**config.mk**
```make
export PLATFORM = sky130hd
export DESIGN_NAME = hdc_mem_fetch_ctrl
export DESIGN_NICKNAME = d
export VERILOG_FILES = /design/src/rtl/hdc_mem_fetch_ctrl.sv
export SDC_FILE = /design/constraint.sdc
export NUM_CORES = 1
export LEC_CHECK = 0
export ABC_AREA = 1
export CORE_MARGIN = 10
export CORE_UTILIZATION = 40
export CTS_BUF_LIST = sky130_fd_sc_hd__clkbuf_4 sky130_fd_sc_hd__clkbuf_8
export DETAILED_ROUTE_END_ITERATION = 12
export SLEW_MARGIN = 30
export SYNTH_ARGS = -nofsm -noshare
export SYNTH_HDL_FRONTEND = slang
export SYNTH_SLANG_ARGS = --single-unit
```
**constraint.sdc**
```tcl
create_clock -name Clk_CI -period 2.6 [get_ports Clk_CI]
set_input_delay 0.65 -clock Clk_CI [delete_from_list [all_inputs] [get_ports Clk_CI]]
set_output_delay 0.65 -clock Clk_CI [all_outputs]
set_load 0.005 [all_outputs]
```
**src/rtl/hdc_mem_fetch_ctrl.sv**
```systemverilog
// hdc_mem_fetch_ctrl: N-bank item/projection memory fetch sequencer.
// For every sample it walks DEPTH addresses, issues read requests to the
// banks (all banks per address in broadcast, one bank per word in
// round-robin), waits for their read-valid pulses and then hands one word
// per step to the spatial encoder with a ready/valid handshake.
module hdc_mem_fetch_ctrl #(
  parameter int NUM_BANKS      = 9,
  parameter int ADDR_WIDTH     = 8,
  parameter int DEPTH          = 256,
  parameter int TIMEOUT_CYCLES = 64,
  parameter int BIDX_W         = (NUM_BANKS > 1) ? $clog2(NUM_BANKS) : 1
) (
  input  logic                  Clk_CI,
  input  logic                  Reset_RI,
  input  logic                  ValidIn_SI,
  output logic                  ReadyOut_SO,
  input  logic                  Mode_SI,
  input  logic [NUM_BANKS-1:0]  BankReady_SI,
  output logic [NUM_BANKS-1:0]  BankReq_SO,
  input  logic [NUM_BANKS-1:0]  BankValid_SI,
  output logic [ADDR_WIDTH-1:0] SramAddr_DO,
  output logic                  WordValid_SO,
  input  logic                  WordReady_SI,
  output logic [BIDX_W-1:0]     WordBank_DO,
  output logic                  WordLast_SO,
  output logic                  Busy_SO,
  output logic                  ErrTimeout_SO,
  input  logic                  ErrClear_SI
);

  localparam int TCNT_W = $clog2(TIMEOUT_CYCLES + 1);
  localparam logic [ADDR_WIDTH-1:0] LAST_ADDR = ADDR_WIDTH'(DEPTH - 1);
  localparam logic [BIDX_W-1:0]     LAST_BANK = BIDX_W'(NUM_BANKS - 1);
  localparam logic [TCNT_W-1:0]     TO_LIMIT  = TCNT_W'(TIMEOUT_CYCLES);

  typedef enum logic [1:0] {S_IDLE, S_ISSUE, S_WAIT, S_DELIVER} state_t;

  state_t                state;
  logic                  mode;       // 0 broadcast, 1 round-robin
  logic [ADDR_WIDTH-1:0] addr;
  logic [BIDX_W-1:0]     bidx;
  logic [NUM_BANKS-1:0]  accepted;   // requests taken by the bank this step
  logic [NUM_BANKS-1:0]  done;       // read data returned this step
  logic [TCNT_W-1:0]     tcnt;
  logic                  err;

  logic [NUM_BANKS-1:0]  target;
  logic [NUM_BANKS-1:0]  req;
  logic [NUM_BANKS-1:0]  acc_all;
  logic [NUM_BANKS-1:0]  done_nxt;
  logic                  issue_done;
  logic                  wait_done;
  logic                  tcnt_hit;
  logic                  abort;
  logic                  last_word;

  // Step bookkeeping: which banks this step needs, what is still pending,
  // and whether the step finished or ran out of time this cycle.
  always_comb begin
    target = '0;
    for (int i = 0; i < NUM_BANKS; i++)
      target[i] = ~mode | (bidx == BIDX_W'(i));
    req        = (state == S_ISSUE) ? (target & ~accepted) : '0;
    acc_all    = accepted | (req & BankReady_SI);
    // Only banks accepted in an earlier cycle may complete; this drops
    // stray valids and valids coinciding with the acceptance cycle.
    done_nxt   = done | (BankValid_SI & accepted & target);
    issue_done = ((acc_all & target) == target);
    wait_done  = ((done_nxt & target) == target);
    tcnt_hit   = ((tcnt + TCNT_W'(1)) == TO_LIMIT);
    abort      = ((state == S_ISSUE) && !issue_done && tcnt_hit) ||
                 ((state == S_WAIT)  && !wait_done  && tcnt_hit);
    last_word  = (addr == LAST_ADDR) && (!mode || (bidx == LAST_BANK));
  end

  // Fetch sequencer plus sticky timeout flag (a timeout beats a clear).
  always_ff @(posedge Clk_CI or negedge Reset_RI) begin
    if (!Reset_RI) begin
      state    <= S_IDLE;
      mode     <= 1'b0;
      addr     <= '0;
      bidx     <= '0;
      accepted <= '0;
      done     <= '0;
      tcnt     <= '0;
      err      <= 1'b0;
    end else begin
      if (abort)            err <= 1'b1;
      else if (ErrClear_SI) err <= 1'b0;

      case (state)
        S_IDLE: begin
          if (ValidIn_SI) begin
            mode     <= Mode_SI;
            addr     <= '0;
            bidx     <= '0;
            accepted <= '0;
            done     <= '0;
            tcnt     <= '0;
            state    <= S_ISSUE;
          end
        end
        S_ISSUE, S_WAIT: begin
          if (state == S_ISSUE) accepted <= acc_all;
          done <= done_nxt;
          tcnt <= tcnt + TCNT_W'(1);
          if (state == S_ISSUE && issue_done)     state <= S_WAIT;
          else if (state == S_WAIT && wait_done)  state <= S_DELIVER;
          else if (abort) begin
            state    <= S_IDLE;
            addr     <= '0;
            bidx     <= '0;
            accepted <= '0;
            done     <= '0;
            tcnt     <= '0;
          end
        end
        S_DELIVER: begin
          if (WordReady_SI) begin
            accepted <= '0;
            done     <= '0;
            tcnt     <= '0;
            if (last_word) begin
              state <= S_IDLE;
              addr  <= '0;
              bidx  <= '0;
            end else begin
              state <= S_ISSUE;
              if (!mode) begin
                addr <= addr + ADDR_WIDTH'(1);
              end else if (bidx == LAST_BANK) begin
                bidx <= '0;
                addr <= addr + ADDR_WIDTH'(1);
              end else begin
                bidx <= bidx + BIDX_W'(1);
              end
            end
          end
        end
        default: state <= S_IDLE;
      endcase
    end
  end

  // Outputs are decoded from registered state only, so reset clears them
  // immediately and nothing depends combinationally on the inputs.
  assign BankReq_SO    = req;
  assign SramAddr_DO   = addr;
  assign WordValid_SO  = (state == S_DELIVER);
  assign WordBank_DO   = bidx;
  assign WordLast_SO   = (state == S_DELIVER) && last_word;
  assign Busy_SO       = (state != S_IDLE);
  assign ReadyOut_SO   = (state == S_IDLE);
  assign ErrTimeout_SO = err;

endmodule
```
== Word level (Yosys, flattened, before mapping) ==
Cells that the tools add are included.

* Bits in registers: 41
* Bits of input ports: 24
* Output and inout port bits: 26
* Word-level logic and storage cells: 121

* Add/sub/neg operators: 3
* Equal/unequal tests: 23
* Mux-type cells: 45
* Bitwise gates (word level): 19
* Reductions and logical operators: 23

{| class="wikitable"
|+ Operators with widths
! operator !! number
|-
| $mux W9 || 10
|-
| $mux W8 || 8
|-
| $and A9 B9 Y9 || 6
|-
| $pmux W9 S3 || 2
|-
| $mux W7 || 5
|-
| $mux W4 || 8
|-
| $pmux W8 S3 || 1
|-
| $pmux W7 S3 || 1
|-
| $eq A9 B9 Y1 || 2
|-
| $or A9 B9 Y9 || 2
|-
| $eq A4 B3 Y1 const B || 4
|-
| $pmux W4 S3 || 1
|-
| $reduce_and A6 Y1 || 2
|-
| $mux W2 || 5
|-
| $not A9 Y9 || 1
|-
| $or A1 B1 Y1 || 9
|-
| $add A8 B1 Y8 const B || 1
|-
| $eq A4 B2 Y1 const B || 2
|-
| $eq A8 B8 Y1 const B || 1
|-
| $logic_and A1 B1 Y1 || 8
|-
| $ne A2 B2 Y1 const B || 4
|-
| $add A7 B1 Y7 const B || 1
|-
| $eq A7 B7 Y1 const B || 1
|-
| $pmux W2 S3 || 1
|-
| 19 further kinds || 27
|}

== Depth between registers and ports, before layout ==
* Word-level depth: 16
* Mapped depth: 16
* Depth with buffers taken out: 15

== Worst setup path after synthesis ==
OpenSTA, ideal clock, no wires.

* Path type: register -> register
* From: register state[1]
* To: register bidx[1] (netlist: WordBank_DO[1])
* Setup time: 0.117 ns
* Data arrival time: 1.881 ns
* Data required time: 2.483 ns
* Slack: 0.603 ns
* Stages on the path, launching flop included: 17
* Path buffers: 3
* Cell sequence: dfrtp_1 > inv_1 > ha_1 > buf_6 > inv_4 > buf_6 > o211ai_1 > nand3_1 > nor2_2 > nand3_1 > nand2_2 > inv_2 > nand2_4 > nand2_4 > buf_6 > nand3b_1 > nand2_1

* Cells in the longest elaborated chain, start to end: 12
* Elaborated cells between the ends (all ways): 26
* Classes of those cells: eq/ne: 10; mux: 2; bitwise: 3; reduce/logical: 11

{| class="wikitable"
|+ RTL lines
! what !! RTL line !! RTL
|-
| from (decl) || 38 || <nowiki>state_t state;</nowiki>
|-
| from (signal assigned) || 79 || <nowiki>state <= S_IDLE;</nowiki>
|-
| from (signal assigned) || 100 || <nowiki>state <= S_ISSUE;</nowiki>
|-
| from (signal assigned) || 107 || <nowiki>if (state == S_ISSUE && issue_done) state <= S_WAIT;</nowiki>
|-
| $eq A2 B1 Y1 || n/a ||
|-
| $mux W9 || 63 || <nowiki>req = (state == S_ISSUE) ? (target & ~accepted) : '0;</nowiki>
|-
| $and A9 B9 Y9 || 64 || <nowiki>acc_all = accepted | (req & BankReady_SI);</nowiki>
|-
| $or A9 B9 Y9 || 64 ||
|-
| $and A9 B9 Y9 || 68 || <nowiki>issue_done = ((acc_all & target) == target);</nowiki>
|-
| $eq A9 B9 Y1 || 68 ||
|-
| $logic_not A1 Y1 || 71 || <nowiki>abort = ((state == S_ISSUE) && !issue_done && tcnt_hit) ||</nowiki>
|-
| $logic_and A1 B1 Y1 (2 in a row) || 71 ||
|-
| $logic_or A1 B1 Y1 || 71 ||
|-
| $ne A2 B2 Y1 (no line) || n/a ||
|-
| $reduce_and A6 Y1 (no line) || n/a ||
|-
| to (signal assigned) || 135 || <nowiki>bidx <= bidx + BIDX_W'(1);</nowiki>
|-
| to (decl) || 41 || <nowiki>logic [BIDX_W-1:0] bidx;</nowiki>
|}

Several ways; a longest one is shown, not always the timed one.
A chain may end at the register's enable or synchronous reset.

== Final worst setup path ==
* From: register bidx[0] (netlist: WordBank_DO[0])
* To: output BankReq_SO[7]

* Cells in the longest elaborated chain, start to end: 4

{| class="wikitable"
|+ RTL lines
! what !! RTL line !! RTL
|-
| $eq A4 B3 Y1 || 62 || <nowiki>target[i] = ~mode | (bidx == BIDX_W'(i));</nowiki>
|-
| $or A1 B1 Y1 || 62 ||
|-
| $and A9 B9 Y9 || 63 ||
|-
| $mux W9 || 63 ||
|-
| to (decl) || 19 || <nowiki>output logic [NUM_BANKS-1:0] BankReq_SO,</nowiki>
|}

No other way between the ends.

==> impl_metrics.yaml <==
die:
  boundaryPins: 50
  fp.dieW_um: 105.9
  starting_density_of_the_core_pct: 40.89
  die_area_sq_mm: 0.01121
  fp-row-count: 31
  chipHeight_um: 105.9
  core_area_sq_mm: 0.007214
global_routing:
  globalRouteOverflowTotal: 0
  grt_max_degree: 19
  wire_length_of_the_first_global_routing_pass_mm: 12.61
  grtUsageTotal_pct: 13.59
  number_of_antenna_violations_at_the_first_check_in_global_routing: 0
  first_global_vias: 2625
pwr:
  swShare_pct: 44.71
  power.density_mw_per_mm2: 755.3
  p_leak_nw: 1.710
  report.power.total_mw: 2.838
  power.share.combinational_pct: 54.6
  ir_drop_mv: 0.3557
  power_report.internal_total_mw: 1.569
  seq_power_share_pct: 30.6
  switchingPower_mw: 1.269
  share_clk_of_total_power_pct: 14.9
timing:
  setup_viol: 0
  worst_pin_slew_ns: 0.5665
  shortest_clock_period_the_worst_path_allows_after_layout_ns: 2.579
  max_freq_ghz: 0.3877
  rsz0062_at_grt: "yes"
  final-max-slew-violation-count: 0
  timing.slew.headroom_pct: 62.24
  timing.final.crit_share_pct: 99.21
  whs_ns: 0.2574
  timing.clock.skew_ns: 0.005536
  final_hold_viol_count: 0
placed_design:
  hpwlAfterDp_mm: 5.974
  placed_cells_incl_taps: 533
  global_placer_s_final_weighted_congestion: 0.8667
  buffer_ports.inserted: 49
  placed_standard_cell_area_sq_mm: 0.003592
setup_path:
  critical_path.startpoint_type: "flip-flop"
  worstRegToRegCells: 10
  timing.critical_path.fanout_max: 6
  crit_path_end_kind: "primary output"
  critPathArrivalTime_ns: 1.93
  criticalPathCategory: "flip-flop to primary output"
  timing.reg2reg.setup_slack_ns: 0.36
  critical_path_required_time_ns: 1.95
  reg2reg_to: "SramAddr_DO[2]"
  r2r-start: "state[0]"
final_layout:
  stdcell_count: 544
  post-route-util_pct: 52.08
  drive_above_1_share_pct: 20.22
  design_area_final_sq_mm: 0.003757
  areaGrowthSynthToFinish_pct: 27.35
  final_nets: 479
  layout.filler_cells: 718
  insertedDiodeCount: 0
routing:
  drt-wirelength-per-cell_um: 13.92
  drt_first_iter_violations: 121
  drtPass1Iterations: 5
  route.detailed.vias_per_inst: 4.996
  total_number_of_vias: 2718
  detail_route.drc_violations: 0
  antenna_left: 0
  routed_wirelength_mm: 7.570
synth:
  postSynth.topFlopCell: "sky130_fd_sc_hd__dfrtp_1"
  post_synthesis_area_per_instance_sq_um: 7.703
  synth.cell_area_sq_mm: 0.002950
  yosys.area.top_type: "sky130_fd_sc_hd__dfrtp_1"
  synthArstFlopShare_pct: 100.0
  synth_enable_flop_cells: 0
  synth_top_area_share_pct: 34.78
  syn-instance-count: 383
  yosysSeqAreaShare_pct: 34.78
  yosys_register_bits: 41
  yosysUniqueCellTypes: 34
  post_synth_main_area_contributors: "sky130_fd_sc_hd__dfrtp_1 35%, sky130_fd_sc_hd__nand2_1 14%, sky130_fd_sc_hd__inv_1 4.8%, sky130_fd_sc_hd__ha_1 4.7%, sky130_fd_sc_hd__o22ai_2 4.2%"
  yosysWarnings: 0
  most_frequently_used_cell_type_in_the_post_synthesis_netlist: "sky130_fd_sc_hd__nand2_1"
  postSynthNetCount: 418
  synth_commonest_cells: "113 x sky130_fd_sc_hd__nand2_1, 41 x sky130_fd_sc_hd__dfrtp_1, 38 x sky130_fd_sc_hd__inv_1, 26 x sky130_fd_sc_hd__nor2_1, 23 x sky130_fd_sc_hd__nand3_1"
cts:
  clock_insertion_delay_worst_skew_ns: 0.29
  cts_buffers: 5
  clockRootBuffer: "sky130_fd_sc_hd__clkbuf_8"
  h-tree-depth: 2
  cts_tree: "yes"
  tritoncts_num_sinks: 41
  clock_slew_at_reported_path_ffs_ns: 0.08
  cts-root-to-sink-buffers: 2
outcome:
  run_status: "finished clean"
flow_run:
  maxCapViolations: 0
hold_path:
  class_of_the_tightest_hold_or_removal_check: "input port to async pin"
-- registers in the layout, indices dropped and copies added, names as in the netlist --
register and cells:
ErrTimeout_SO 1, SramAddr_DO 8, WordBank_DO 4, accepted 9
done 9, mode 1, state 2, tcnt 7
-- what timing repair did --
item / CTS / global route
gates resized for setup: 9 / 8
pin swaps: 3 / 0
hold buffers: 0 / 0
cloned: 0 / 0
setup endpoints to repair: 8 / 9
buffers inserted: 1 / 2
hold endpoints to repair: 0 / 0
-- power groups by stage --
stage | Combinational [mW] | Sequential (mW) | Clock (mW)
3_3_place_gp | 1.53 | 0.864 | 0
2_1_floorplan | 1.08 | 0.818 | 0
4_1_cts | 1.56 | 0.859 | 0.440
6_report | 1.55 | 0.867 | 0.422
3_5_place_dp | 1.54 | 0.867 | 0
5_1_grt | 1.71 | 0.887 | 0.464
-- layout make-up --
class	count	area (sq um)	share of cell area, %
multi-input combinational	285	1707	45.42
clock buffer	6	76.32	2.031
clock inverter	2	10.01	0.2664
timing repair buffer	65	636.9	16.95
inverter	46	175.2	4.662
tap	99	123.9	3.297
sequential	41	1028	27.37
-- kinds of logic after synthesis --
group / share of synthesized area, %
fa+ha+maj: 4.665
flops: 34.78
simple gates: 34.44
buf+inv: 8.991
xor+xnor: 2.375
compound gates: 14.76
-- routing by layer --
layer	vias to the layer above	share of wire (%)	track usage, %
met3	7	5.4	3.593
met2	67	46	21.51
met4	0	0.92	3.675
li1	1369	-	-
met1	1275	47	17.83
met5	-	0	0
-- how the worst max path moves through the flow --
stage	depth (start not counted)	slack (ns)	endpoint	start
2_1_floorplan	16	0.60	WordBank_DO[1]	state[1]
3_3_place_gp	8	0.16	SramAddr_DO[7]	WordReady_SI
3_5_place_dp	13	0.12	SramAddr_DO[2]	BankReady_SI[8]
4_1_cts	7	0.0003	BankReq_SO[7]	WordBank_DO[0]
5_1_grt	7	-0.09	BankReq_SO[7]	WordBank_DO[0]
6_report	7	0.02	BankReq_SO[7]	WordBank_DO[0]
-- critical path, stage by stage (launching register included) --
cell and delay (ns):
sky130_fd_sc_hd__dfrtp_1 0.35, sky130_fd_sc_hd__buf_4 0.15, sky130_fd_sc_hd__ha_2 0.22, sky130_fd_sc_hd__nand3_2 0.08
sky130_fd_sc_hd__nand2_2 0.12, sky130_fd_sc_hd__nand2_1 0.08, sky130_fd_sc_hd__nor2_2 0.11, sky130_fd_sc_hd__clkdlybuf4s50_1 0.52
-- metrics by stage --
stage	setup TNS [ns]	setup WS [ns]
5_1_grt	-0.3806	-0.09189
2_1_floorplan	0	0.6025
3_5_place_dp	0	0.1156
3_3_place_gp	0	0.1572
4_1_cts	0	0.0002733
6_report	0	0.02067
-- placed cells by master, fill, tap and decap left out, types with 8 or more instances in the layout --
| cell type | count |
|---|---|
| sky130_fd_sc_hd__nand3b_1 | 12 |
| sky130_fd_sc_hd__inv_1 | 38 |
| sky130_fd_sc_hd__nand2_1 | 111 |
| sky130_fd_sc_hd__o21ai_2 | 9 |
| sky130_fd_sc_hd__nor2_1 | 25 |
| sky130_fd_sc_hd__nand2_2 | 11 |
| sky130_fd_sc_hd__nand3_1 | 23 |
| sky130_fd_sc_hd__nand3_2 | 8 |
| sky130_fd_sc_hd__clkdlybuf4s50_1 | 44 |
| sky130_fd_sc_hd__dfrtp_1 | 39 |
| sky130_fd_sc_hd__o21ai_0 | 14 |
| sky130_fd_sc_hd__a31oi_1 | 10 |
| sky130_fd_sc_hd__o22ai_2 | 10 |
| sky130_fd_sc_hd__buf_4 | 14 |
Note: power is estimated with default switching activity, not from simulation.
